### src/rtl/reprogram_framed.sv
`default_nettype none
// ============================================================================
// Module   : reprogram_framed
// Purpose  : Framed byte-stream loader producing word writes for the boot RAM.
//            Optional checksum trailer enabled by macro REPROGRAM_CHECKSUM_EN.
// Revision : 1.0 - initial release
// ============================================================================
module reprogram_framed #(
  parameter int         ADDR_W     = 13,
  parameter int         WORD_BYTES = 4,
  parameter bit         BIG_ENDIAN = 0,
  parameter logic [7:0] SYNC_BYTE  = 8'hA5
) (
  input  logic                    clk_50mhz,
  input  logic                    rst,
  input  logic                    in_valid,
  input  logic [7:0]              in_data,
  output logic                    in_ready,
  output logic [ADDR_W-1:0]       addr,
  output logic [8*WORD_BYTES-1:0] data,
  output logic                    write,
  output logic                    busy,
  output logic                    done,
  output logic                    err,
  output logic [7:0]              xorc
);

  localparam int         c_data_w    = 8 * WORD_BYTES;
  localparam logic [1:0] c_last_byte = 2'(WORD_BYTES - 1);

  typedef enum logic [1:0] {
    S_IDLE = 2'd0,
    S_HDR  = 2'd1,
`ifdef REPROGRAM_CHECKSUM_EN
    S_DATA = 2'd2,
    S_CHK  = 2'd3
`else
    S_DATA = 2'd2
`endif
  } state_t;

  state_t              r_state;
  logic [1:0]          r_hdr_cnt;
  logic [1:0]          r_byte_cnt;
  logic [7:0]          r_start_lo;
  logic [7:0]          r_start_hi;
  logic [7:0]          r_cnt_lo;
  logic [15:0]         r_cnt;
  logic [15:0]         r_word_cnt;
  logic [ADDR_W-1:0]   r_next_addr;
  logic [c_data_w-1:0] r_shift;
  logic [ADDR_W-1:0]   r_addr;
  logic [c_data_w-1:0] r_data;
  logic                r_write;
  logic                r_busy;
  logic                r_done;
  logic [7:0]          r_xorc;

  logic                w_fire;
  logic [c_data_w-1:0] w_next_word;
  logic [15:0]         w_word_cnt_nxt;
  logic [15:0]         w_hdr_cnt16;

  assign in_ready       = ~rst;
  assign w_fire         = in_valid & in_ready;
  assign w_word_cnt_nxt = r_word_cnt + 16'd1;
  assign w_hdr_cnt16    = {in_data, r_cnt_lo};

  // Word assembly: little-endian shifts right so the first byte lands in [7:0].
  generate
    if (WORD_BYTES == 1) begin : g_single
      assign w_next_word = in_data;
    end else if (BIG_ENDIAN) begin : g_big
      assign w_next_word = {r_shift[c_data_w-9:0], in_data};
    end else begin : g_little
      assign w_next_word = {in_data, r_shift[c_data_w-1:8]};
    end
  endgenerate

  assign addr  = r_addr;
  assign data  = r_data;
  assign write = r_write;
  assign busy  = r_busy;
  assign done  = r_done;
  assign xorc  = r_xorc;

`ifdef REPROGRAM_CHECKSUM_EN
  logic r_err;
  assign err = r_err;
`else
  assign err = 1'b0;
`endif

  always_ff @(posedge clk_50mhz) begin
    if (rst) begin
      r_state     <= S_IDLE;
      r_hdr_cnt   <= 2'd0;
      r_byte_cnt  <= 2'd0;
      r_start_lo  <= 8'd0;
      r_start_hi  <= 8'd0;
      r_cnt_lo    <= 8'd0;
      r_cnt       <= 16'd0;
      r_word_cnt  <= 16'd0;
      r_next_addr <= '0;
      r_shift     <= '0;
      r_addr      <= '0;
      r_data      <= '0;
      r_write     <= 1'b0;
      r_busy      <= 1'b0;
      r_done      <= 1'b0;
      r_xorc      <= 8'd0;
`ifdef REPROGRAM_CHECKSUM_EN
      r_err       <= 1'b0;
`endif
    end else begin
      r_write <= 1'b0;
      r_done  <= 1'b0;
      if (w_fire) begin
        case (r_state)
          S_IDLE: begin
            if (in_data == SYNC_BYTE) begin
              r_state   <= S_HDR;
              r_hdr_cnt <= 2'd0;
              r_xorc    <= 8'd0;
              r_busy    <= 1'b1;
`ifdef REPROGRAM_CHECKSUM_EN
              r_err     <= 1'b0;
`endif
            end
          end

          S_HDR: begin
            r_xorc    <= r_xorc ^ in_data;
            r_hdr_cnt <= r_hdr_cnt + 2'd1;
            case (r_hdr_cnt)
              2'd0: r_start_lo <= in_data;
              2'd1: r_start_hi <= in_data;
              2'd2: r_cnt_lo   <= in_data;
              default: begin
                r_cnt       <= w_hdr_cnt16;
                r_next_addr <= ADDR_W'({r_start_hi, r_start_lo});
                r_word_cnt  <= 16'd0;
                r_byte_cnt  <= 2'd0;
                r_shift     <= '0;
                if (w_hdr_cnt16 != 16'd0) begin
                  r_state <= S_DATA;
                end else begin
`ifdef REPROGRAM_CHECKSUM_EN
                  r_state <= S_CHK;
`else
                  r_state <= S_IDLE;
                  r_done  <= 1'b1;
                  r_busy  <= 1'b0;
`endif
                end
              end
            endcase
          end

          S_DATA: begin
            r_xorc <= r_xorc ^ in_data;
            if (r_byte_cnt == c_last_byte) begin
              r_addr      <= r_next_addr;
              r_data      <= w_next_word;
              r_write     <= 1'b1;
              r_next_addr <= r_next_addr + 1'b1;
              r_word_cnt  <= w_word_cnt_nxt;
              r_byte_cnt  <= 2'd0;
              r_shift     <= '0;
              if (w_word_cnt_nxt == r_cnt) begin
`ifdef REPROGRAM_CHECKSUM_EN
                r_state <= S_CHK;
`else
                r_state <= S_IDLE;
                r_done  <= 1'b1;
                r_busy  <= 1'b0;
`endif
              end
            end else begin
              r_shift    <= w_next_word;
              r_byte_cnt <= r_byte_cnt + 2'd1;
            end
          end

`ifdef REPROGRAM_CHECKSUM_EN
          S_CHK: begin
            // Payload already written; a mismatch is only reported.
            if (in_data == r_xorc) begin
              r_done <= 1'b1;
            end else begin
              r_err  <= 1'b1;
            end
            r_busy  <= 1'b0;
            r_state <= S_IDLE;
          end
`endif

          default: r_state <= S_IDLE;
        endcase
      end
    end
  end

endmodule
`default_nettype wire

### config.mk
export PLATFORM = sky130hd
export DESIGN_NAME = reprogram_framed
export DESIGN_NICKNAME = d
export VERILOG_FILES = /design/src/rtl/reprogram_framed.sv
export SDC_FILE = /design/constraint.sdc
export NUM_CORES = 1
export LEC_CHECK = 0
export CORE_MARGIN = 2
export CORE_UTILIZATION = 60
export DETAILED_ROUTE_END_ITERATION = 10
export DONT_BUFFER_PORTS = 1
export PLACE_DENSITY = 0.76
export SLEW_MARGIN = 5
export SYNTH_ARGS = -nofsm -noshare
export SYNTH_HDL_FRONTEND = slang
export SYNTH_SLANG_ARGS = --single-unit
### constraint.sdc
create_clock -name clk_50mhz -period 3.3 [get_ports clk_50mhz]
set_input_delay 0.66 -clock clk_50mhz [delete_from_list [all_inputs] [get_ports clk_50mhz]]
set_output_delay 0.66 -clock clk_50mhz [all_outputs]
set_load 0.02 [all_outputs]
Yosys cells after proc, flatten, opt, wreduce, memory -nomap -nowiden
Cells that the tools add are included.
{"block": "totals", "elab_cells": 94, "register_bits": 160, "input_bits": 11, "output_inout_bits": 58}
{"block": "classes", "n_mux": 34, "n_addsub": 4, "n_bitwise": 6, "eq_ne": 12, "reduce_logical": 22}
{"cell": "$mux 32", "n": 2}
{"cell": "$pmux 32 s2", "n": 1}
{"cell": "$mux 16", "n": 2}
{"cell": "$pmux 16 s2", "n": 1}
{"cell": "$mux 13", "n": 2}
{"cell": "$pmux 13 s2", "n": 1}
{"cell": "$reduce_and 3->1", "n": 8}
{"cell": "$add 16x1->16 const B", "n": 1}
{"cell": "$eq 16x16->1", "n": 1}
{"cell": "$mux 2", "n": 8}
{"cell": "$pmux 8 s2", "n": 1}
{"cell": "$reduce_bool 16->1", "n": 1}
{"cell": "$add 13x1->13 const B", "n": 1}
{"cell": "$mux 1", "n": 10}
{"cell": "$ne 2x2->1 const B", "n": 5}
{"cell": "$eq 8x8->1 const B", "n": 1}
{"cell": "$mux 8", "n": 1}
{"cell": "$pmux 2 s2", "n": 2}
{"cell": "$xor 8x8->8", "n": 1}
{"cell": "$reduce_and 7->1", "n": 1}
{"cell": "$eq 2x2->1 const B", "n": 3}
{"cell": "$pmux 2 s3", "n": 1}
{"cell": "$reduce_bool 2->1", "n": 3}
{"cell": "$reduce_or 3->1", "n": 2}
{"cell": "11 further kinds", "n": 18}

Depth between registers and ports, before layout
Gate-level depths: netlist of the first run.
{"block": "depth", "word_depth": 5, "ltp_mapped": 12, "ltp_nobuf": 9}

Least setup slack after synthesis of the first run
Ideal clock, no wire load.
{"block": "synth_timing", "kind": "input -> register", "start": "in in_data[6]", "end": "reg r_busy (netlist: busy)", "arrival_time_ps": 2217, "setup_ps": 123, "required_ps": 3177, "path_slack_ps": 960, "path_stages": 8, "n_path_buf": 1, "path_cell_list": "clkbuf_1 -> nor4_2 -> nand2_1 -> a21oi_1 -> o21ai_0 -> nor3_1 -> a31oi_1 -> mux2_1"}
{"block": "synth_via", "elab_chain_cells": 3, "elab_cells_between_ends": 5, "classes_between": "3 x eq/ne; 2 x reduce/logical"}
{"element": "from (decl)", "line_no": "17", "rtl": "input logic [7:0] in_data,"}
{"element": "$reduce_bool 16->1 / $eq 8x8->1 (equally long branches)", "line_no": "145, 121"}
{"element": "$ne 2x2->1 (no source line)"}
{"element": "$reduce_and 7->1 (no source line) *"}
{"element": "to (signal assigned)", "line_no": "125", "rtl": "r_busy <= 1'b1;"}
{"element": "to (signal assigned)", "line_no": "153", "rtl": "r_busy <= 1'b0;"}
{"element": "to (signal assigned)", "line_no": "176", "rtl": "r_busy <= 1'b0;"}
{"element": "to (decl)", "line_no": "55", "rtl": "logic r_busy;"}
Every way passes the cells marked *; elsewhere a longest branch is shown, timed or not.
A chain may end at the register's enable or synchronous reset.

Worst setup path after layout of the first run
{"block": "layout_timing", "start": "reg r_word_cnt[0]", "end": "reg r_busy (netlist: busy)"}
{"block": "layout_via", "elab_chain_cells": 4}
{"element": "from (decl)", "line_no": "49", "rtl": "logic [15:0] r_word_cnt;"}
{"element": "from (signal assigned)", "line_no": "167", "rtl": "r_word_cnt <= w_word_cnt_nxt;"}
{"element": "$add 16x1->16", "line_no": "66", "rtl": "assign w_word_cnt_nxt = r_word_cnt + 16'd1;"}
{"element": "$eq 16x16->1", "line_no": "170", "rtl": "if (w_word_cnt_nxt == r_cnt) begin"}
{"element": "$ne 2x2->1 (no source line)"}
{"element": "$reduce_and 7->1 (no source line)"}
{"element": "to (signal assigned)", "line_no": "109", "rtl": "r_busy <= 1'b0;"}
{"element": "to (signal assigned)", "line_no": "153"}
{"element": "to (signal assigned)", "line_no": "176"}
Every way passes these cells.

==> out/qor.txt, run 1 <==
status - finished clean
Worst Setup End Kind - flop
gr ovfl total - 0
DRC - 0
Post-Route WL - 16,500 um
I/O pin count - 69
nature of the critical path startpoint - flop
fin crit period - 2.88 ns
post-DR vias/cell - 5.91
vias in the first global route - 5,527
Seq pwr share - 0.451
IO buf count - 0
Seq/Total Area, Yosys - 0.457
CTS Hold Buffers Added - 0
normalized max-slew margin - 0.490
Async S/R FF share, synth - 0
fin cells - 983
Max Fclk - 0.348 GHz
critical path required time - 3.71 ns
crit path max fanout - 9
Int Power - 3.29 mW
first-pass GRT wire length - 26,700 um
Clock Power Share - 0.542
worst hold slack - 0.206 ns
Initial Util - 0.614
final core occ - 0.677
CTS buffer count - 17
Die Area - 11,900 um2
post-synthesis xor/xnor area fraction - 0.0322
largest stage delay on the critical path - 0.50 ns
WS Path Type - flop to flop
layout cells sized above 1 - 0.0689
Peak VDD IR - 0.534 mV
nets - 850
CP max-delay cell - dfxtp_1
warning count from the yosys run - 0
Sink Count - 152
CP bufs+invs - 0
Post-Synthesis Cell Area - 6650 um2
post-cts resize count - 0
Syn Nets - 880
MaxCap Viol Count - 0
Clock Tree Buf Depth - 2
Starting DRT DRC Count - 464
post-synthesis mux area share - 0.0184
initial antenna violation count - 1
CTS tree - built
CP arrival - 3.29 ns
Synth Area in Adders - 0.0188
Row Count - 38
fill count - 889
critical path's top delay family - simple AND/OR/NAND/NOR gates
Post CTS Setup Buffer Count - 0
DP Wirelength - 10,800 um
largest net degree at the start of global routing - 92
die width - 109 um
Final Cycle Share - 0.872
Core ar. - 10,800 um2
number of synthesized flops with an enable pin - 0
root buf cell - clkbuf_8
Synth Area in Compound Gates - 0.174
ANT nets after route - 0
Tightest Hold Check Type - input port to flop
TritonRoute pass-1 iters - 6
Pwr Total - 4.06 mW
RSZ-0062 raised after global routing - false
largest family of logic cells by synthesized area - simple AND/OR/NAND/NOR gates
Post-Synth Simple-Gate Area - 0.249
Hold Fails Final Rpt - 0
Least-Margin Pin Slew - 0.764 ns
H-Tree Depth - 4
Syn Inst Count - 859
Psw - 0.773 mW
clock-pin slew on the worst setup and hold paths - 0.06 ns
Final setup viols - 0
Synth Register Bits - 152
P per Cell Area - 553 nW/um2
gpl congestion - 0.873
Sw Share - 0.190
WL/cell - 16.8 um
Clock Latency Late Sink - 0.53 ns
Final Max Slew Viols - 0
CP Cell Sequence - ha_1 > nand4_4 > nor4_1 > xnor2_1 > nand2b_1 > nor4b_2 > a31oi_1 > mux2_1
total negative slack - 0 ns
Tot GR Track Use - 0.290
Main synth FF type - dfxtp_1
count of cell types in the netlist - 63
DR vias - 5,812
Cell Count Post-Placement - 950
Layout area overhead - 10.4%
Setup Skew - 0.00529 ns
combinational power share - 0.007
Vert. Die Dim - 109 um
leakage - 2.56 nW
Syn Area/Cell - 7.74 um2
-- worst paths after layout --
path                                    start      end  cells after the start  slack (ns)
worst max register to register  r_word_cnt[0]     busy                      8        0.42
worst min-delay path                      rst  xorc[3]                      1        0.21
worst max-delay path            r_word_cnt[0]     busy                      8        0.42
worst min register to register    r_shift[13]  data[5]                      2        0.46
-- power by group through the flow --
| stage | clock (mW) | sequential (mW) | combinational, mW |
|---|---|---|---|
| after detailed placement | 0 | 1.88 | 0.0270 |
| after floorplan | 0 | 1.88 | 0.0452 |
| after global routing | 2.29 | 1.83 | 0.0291 |
| after global placement | 0 | 1.88 | 0.0264 |
| final | 2.20 | 1.83 | 0.0271 |
| after CTS | 2.22 | 1.83 | 0.0268 |
-- final cells by class --
type | instances | area [um2] | area share
Clock buffer | 22 | 463 | 0.0630
Tap cell | 140 | 175 | 0.0239
Multi-Input combinational cell | 628 | 3280 | 0.447
Timing Repair Buffer | 14 | 105 | 0.0143
Sequential cell | 152 | 3040 | 0.414
Antenna cell | 1 | 2.50 | 0.000341
Inverter | 16 | 60.1 | 0.00818
Clock inverter | 10 | 211 | 0.0288
-- cell usage in the layout, fill, tap and decap left out, types with 3 or more instances in the layout --
cell type  synthesis  layout
nand2_1          233     233
o21ai_1            2       3
ha_1              10      10
clkbuf_16          0      16
inv_6              0       3
xor2_1             6       6
inv_1             13      13
a21oi_1          115     115
xnor2_1           14      14
bufinv_16          0       6
o2bb2ai_1          3       3
buf_4              3      14
o21ai_0           58      57
a22oi_1            5       5
and2_1             6       6
nor3_1            13      13
nor2b_1            3       3
nand2b_1           3       3
a31oi_1            5       5
nor2_1            52      52
mux2i_1           10      10
clkbuf_8           0       4
nand3_1           21      20
nand4_1            3       3
o31ai_1            7       7
nand3b_1           8       8
dfxtp_1          152     152
and3_1             7       7
nor4_1             9       9
-- metal layers --
metal / global-route usage / vias to the layer above / part of all wire / routed length, um
li1: - / 2846 / - / -
met3: 0.0848 / 40 / 0.080 / 1320
met2: 0.458 / 237 / 0.46 / 7610
met4: 0.113 / 0 / 0.022 / 371
met1: 0.376 / 2689 / 0.44 / 7240
met5: 0 / - / 0 / 0
-- cell families after synthesis --
logic type	count (synthesis)
flip-flops	152
other	1
XOR/XNOR	22
buffers and inverters	79
adder cells (fa/ha/maj)	10
multiplexers	12
AO/OA/AOI/OAI	210
AND/OR/NAND/NOR	373
-- synth_stat cells, types with 9 or more instances --
master,number,share of area
a21oi_1,115,0.087
clkbuf_1,45,0.025
dfxtp_1,152,0.46
ha_1,10,0.019
inv_1,13,0.0073
mux2i_1,10,0.015
nand2_1,233,0.13
nand3_1,21,0.016
nor2_1,52,0.029
nor3_1,13,0.0098
nor4_1,9,0.0085
o21ai_0,58,0.044
xnor2_1,14,0.018
-- registers in the layout, summed over array words and instances, names as in the netlist, 8 cells and up --
register     flops
data            32
r_shift         24
r_cnt           16
r_word_cnt      16
addr            13
r_next_addr     13
r_cnt_lo         8
r_start_lo       8
xorc             8
-- metrics by stage --
stage / instance area (um2) / worst slack (ns)
after floorplan: 6650 / 0.960
after global placement: 6670 / 0.671
after detailed placement: 6670 / 0.540
after CTS: 7340 / 0.444
after global routing: 7340 / 0.212
final: 7340 / 0.424
Power figures use the tool's default switching activity.
==> run 2: changes to the inputs <==
- ABC_AREA: default -> 1
- RECOVER_POWER: default -> 100
==> out/qor.txt, run 2 <==
status - finished clean (unchanged)
Final setup viols - 0 (unchanged)
Largest register FFs - 32 (unchanged)
Final Cycle Share - 0.821 (was 0.872)
fin crit period - 2.71 ns (was 2.88 ns)
Final Max Slew Viols - 0 (unchanged)
pre-CTS setup slack - 0.819 ns (was 0.540 ns)
Max Fclk - 0.369 GHz (was 0.348 GHz)
normalized max-slew margin - 0.0450 (was 0.490)
critical path required time - 3.72 ns (was 3.71 ns)
Main synth FF type - dfxtp_1 (unchanged)
CTS Hold Buffers Added - 0 (unchanged)
Least-Margin Pin Slew - 1.43 ns (was 0.764 ns)
I/O pin count - 69 (unchanged)
Die Area - 11,800 um2 (was 11,900 um2)
H-Tree Depth - 4 (unchanged)
die width - 109 um (about the same)
Async S/R FF share, synth - 0 (unchanged)
total negative slack - 0 ns (unchanged)
largest net degree at the start of global routing - 75 (was 92)
Starting DRT DRC Count - 407 (was 464)
Hold Fails Final Rpt - 0 (unchanged)
P per Cell Area - 523 nW/um2 (was 553 nW/um2)
post-cts resize count - 0 (unchanged)
CTS buffer count - 17 (unchanged)
MaxCap Viol Count - 0 (unchanged)
Syn Area/Cell - 7.56 um2 (was 7.74 um2)
Worst Setup End Kind - flop (unchanged)
commonest non-fill, non-tap cell in the layout - dfxtp_1 (was nand2_1)
ANT nets after route - 0 (unchanged)
leading cell type by number of instances after synthesis - dfxtp_1 (was nand2_1)
vias in the first global route - 5,493 (was 5,527)
root buf cell - clkbuf_8 (unchanged)
Ant. Diodes - 0 (was 1)
warning count from the yosys run - 0 (unchanged)
DR vias - 5,775 (was 5,812)
most frequent cells in the layout - dfxtp_1, nand2_1, o21ai_0 (was nand2_1, dfxtp_1, a21oi_1)
Vert. Die Dim - 109 um (about the same)
Synth Register Bits - 152 (unchanged)
first-pass GRT wire length - 25,700 um (was 26,700 um)
Syn Inst Count - 871 (was 859)
leakage - 2.85 nW (was 2.56 nW)
DRC - 0 (unchanged)
Clock Tree Buf Depth - 2 (unchanged)
TritonRoute pass-1 iters - 5 (was 6)
largest cells by area after synthesis - dfxtp_1, nand2_1, o21ai_0, nor2_1, inv_1 (was dfxtp_1, nand2_1, a21oi_1, o21ai_0, nor2_1)
Post CTS Setup Buffer Count - 0 (unchanged)
Tot GR Track Use - 0.280 (was 0.290)
number of synthesized flops with an enable pin - 0 (unchanged)
WL/cell - 15.8 um (was 16.8 um)
CTS tree - built (unchanged)
post-DR vias/cell - 5.71 (was 5.91)
Core ar. - 10,800 um2 (about the same)
CP arrival - 3.12 ns (was 3.29 ns)
post-route setup slack - 0.592 ns (was 0.424 ns)
gr ovfl total - 0 (unchanged)
Post-Route WL - 16,000 um (was 16,500 um)
layout cells sized above 1 - 0.0734 (was 0.0689)
nature of the critical path startpoint - flop (unchanged)
Tightest Hold Check Type - input port to flop (unchanged)
Setup Skew - 0.00697 ns (was 0.00529 ns)
Peak VDD IR - 0.480 mV (was 0.534 mV)
Initial Util - 0.610 (was 0.614)
WS Path Type - flop to flop (unchanged)
Row Count - 38 (unchanged)
Clock Latency Late Sink - 0.54 ns (was 0.53 ns)
DP Wirelength - 11,100 um (was 10,800 um)
initial antenna violation count - 0 (was 1)
count of cell types in the netlist - 38 (was 63)
post-synth top area cell - dfxtp_1 (unchanged)
top cell type's share of synthesized area - 0.462 (was 0.457)
clock-pin slew on the worst setup and hold paths - 0.07 ns (was 0.06 ns)
Seq/Total Area, Yosys - 0.462 (was 0.457)
Sink Count - 152 (unchanged)
gpl congestion - 0.904 (was 0.873)
crit path max fanout - 30 (was 9)
IO buf count - 0 (unchanged)
nets - 880 (was 850)
RSZ-0062 raised after global routing - false (unchanged)
Post-Synthesis Cell Area - 6580 um2 (was 6650 um2)
Syn Nets - 892 (was 880)
Layout area overhead - 9.26% (was 10.4%)
Post-synth top cells - dfxtp_1, nand2_1, o21ai_0 (was nand2_1, dfxtp_1, a21oi_1)
## run 2: per-layer routing
layer,share of wire,GRT usage,routed length [um]
met1,0.44,0.358,7060
met2,0.47,0.436,7450
met3,0.070,0.0867,1130
met4,0.023,0.123,362
met5,0,0,0
## run 2: worst max-delay path, cell delays in order (launching register included)
cell      delay, ns
dfxtp_1        0.34
inv_1          0.08
ha_1           0.19
buf_4          0.16
inv_1          0.07
buf_4          0.29
nor2_1         0.07
nor2_1         0.43
inv_2          0.29
nand2_1        0.15
clkbuf_2       0.38
o21ai_0        0.14
## run 2: worst paths after layout
| check | startpoint | slack (ns) | cells past startpoint | end |
|---|---|---|---|---|
| hold reg to reg | r_start_lo[2] | 0.46 | 2 | r_start_lo[2] |
| hold / removal | rst | 0.19 | 1 | r_byte_cnt[1] |
| setup reg to reg | r_state[0] | 0.59 | 11 | r_word_cnt[7] |
| setup / recovery | r_state[0] | 0.59 | 11 | r_word_cnt[7] |
## run 2: kinds of logic after synthesis
| family | after synthesis | share of synthesized area |
|---|---|---|
| AOI/OAI and AO/OA | 225 | 0.191 |
| xor gates and xnor gates | 12 | 0.0183 |
| adders and majority gates | 10 | 0.0190 |
| buffers and inverters | 141 | 0.0831 |
| DFF | 152 | 0.462 |
| other | 1 | 0.000570 |
| and+or+nand+nor | 330 | 0.225 |
## run 2: layout make-up
type	instances	area, um2
multi-input combinational	578	2970
timing repair buffer	9	56.3
fill	888	3600
inverter	101	379
clock buffer	17	414
tap	140	175
clock inverter	15	158
sequential	152	3040
## run 2: stage by stage
step	utilization	hold slack (ns)	std cells	cell area (um2)	total power [mW]
2_1_floorplan	-	0.428	871	6580	1.92
3_3_place_gp	0.618	0.440	980	6670	1.93
3_5_place_dp	0.618	0.449	980	6670	1.93
4_1_cts	0.671	0.165	1012	7240	3.79
5_1_grt	0.666	0.170	1012	7190	3.87
6_report	0.666	0.187	1012	7190	3.76
## run 2: power by group
group	switching (mW)	internal, mW	total [mW]
Sequential	0.000877	1.83	1.84
Combinational	0.0436	0.0105	0.0541
Clock	0.839	1.03	1.87
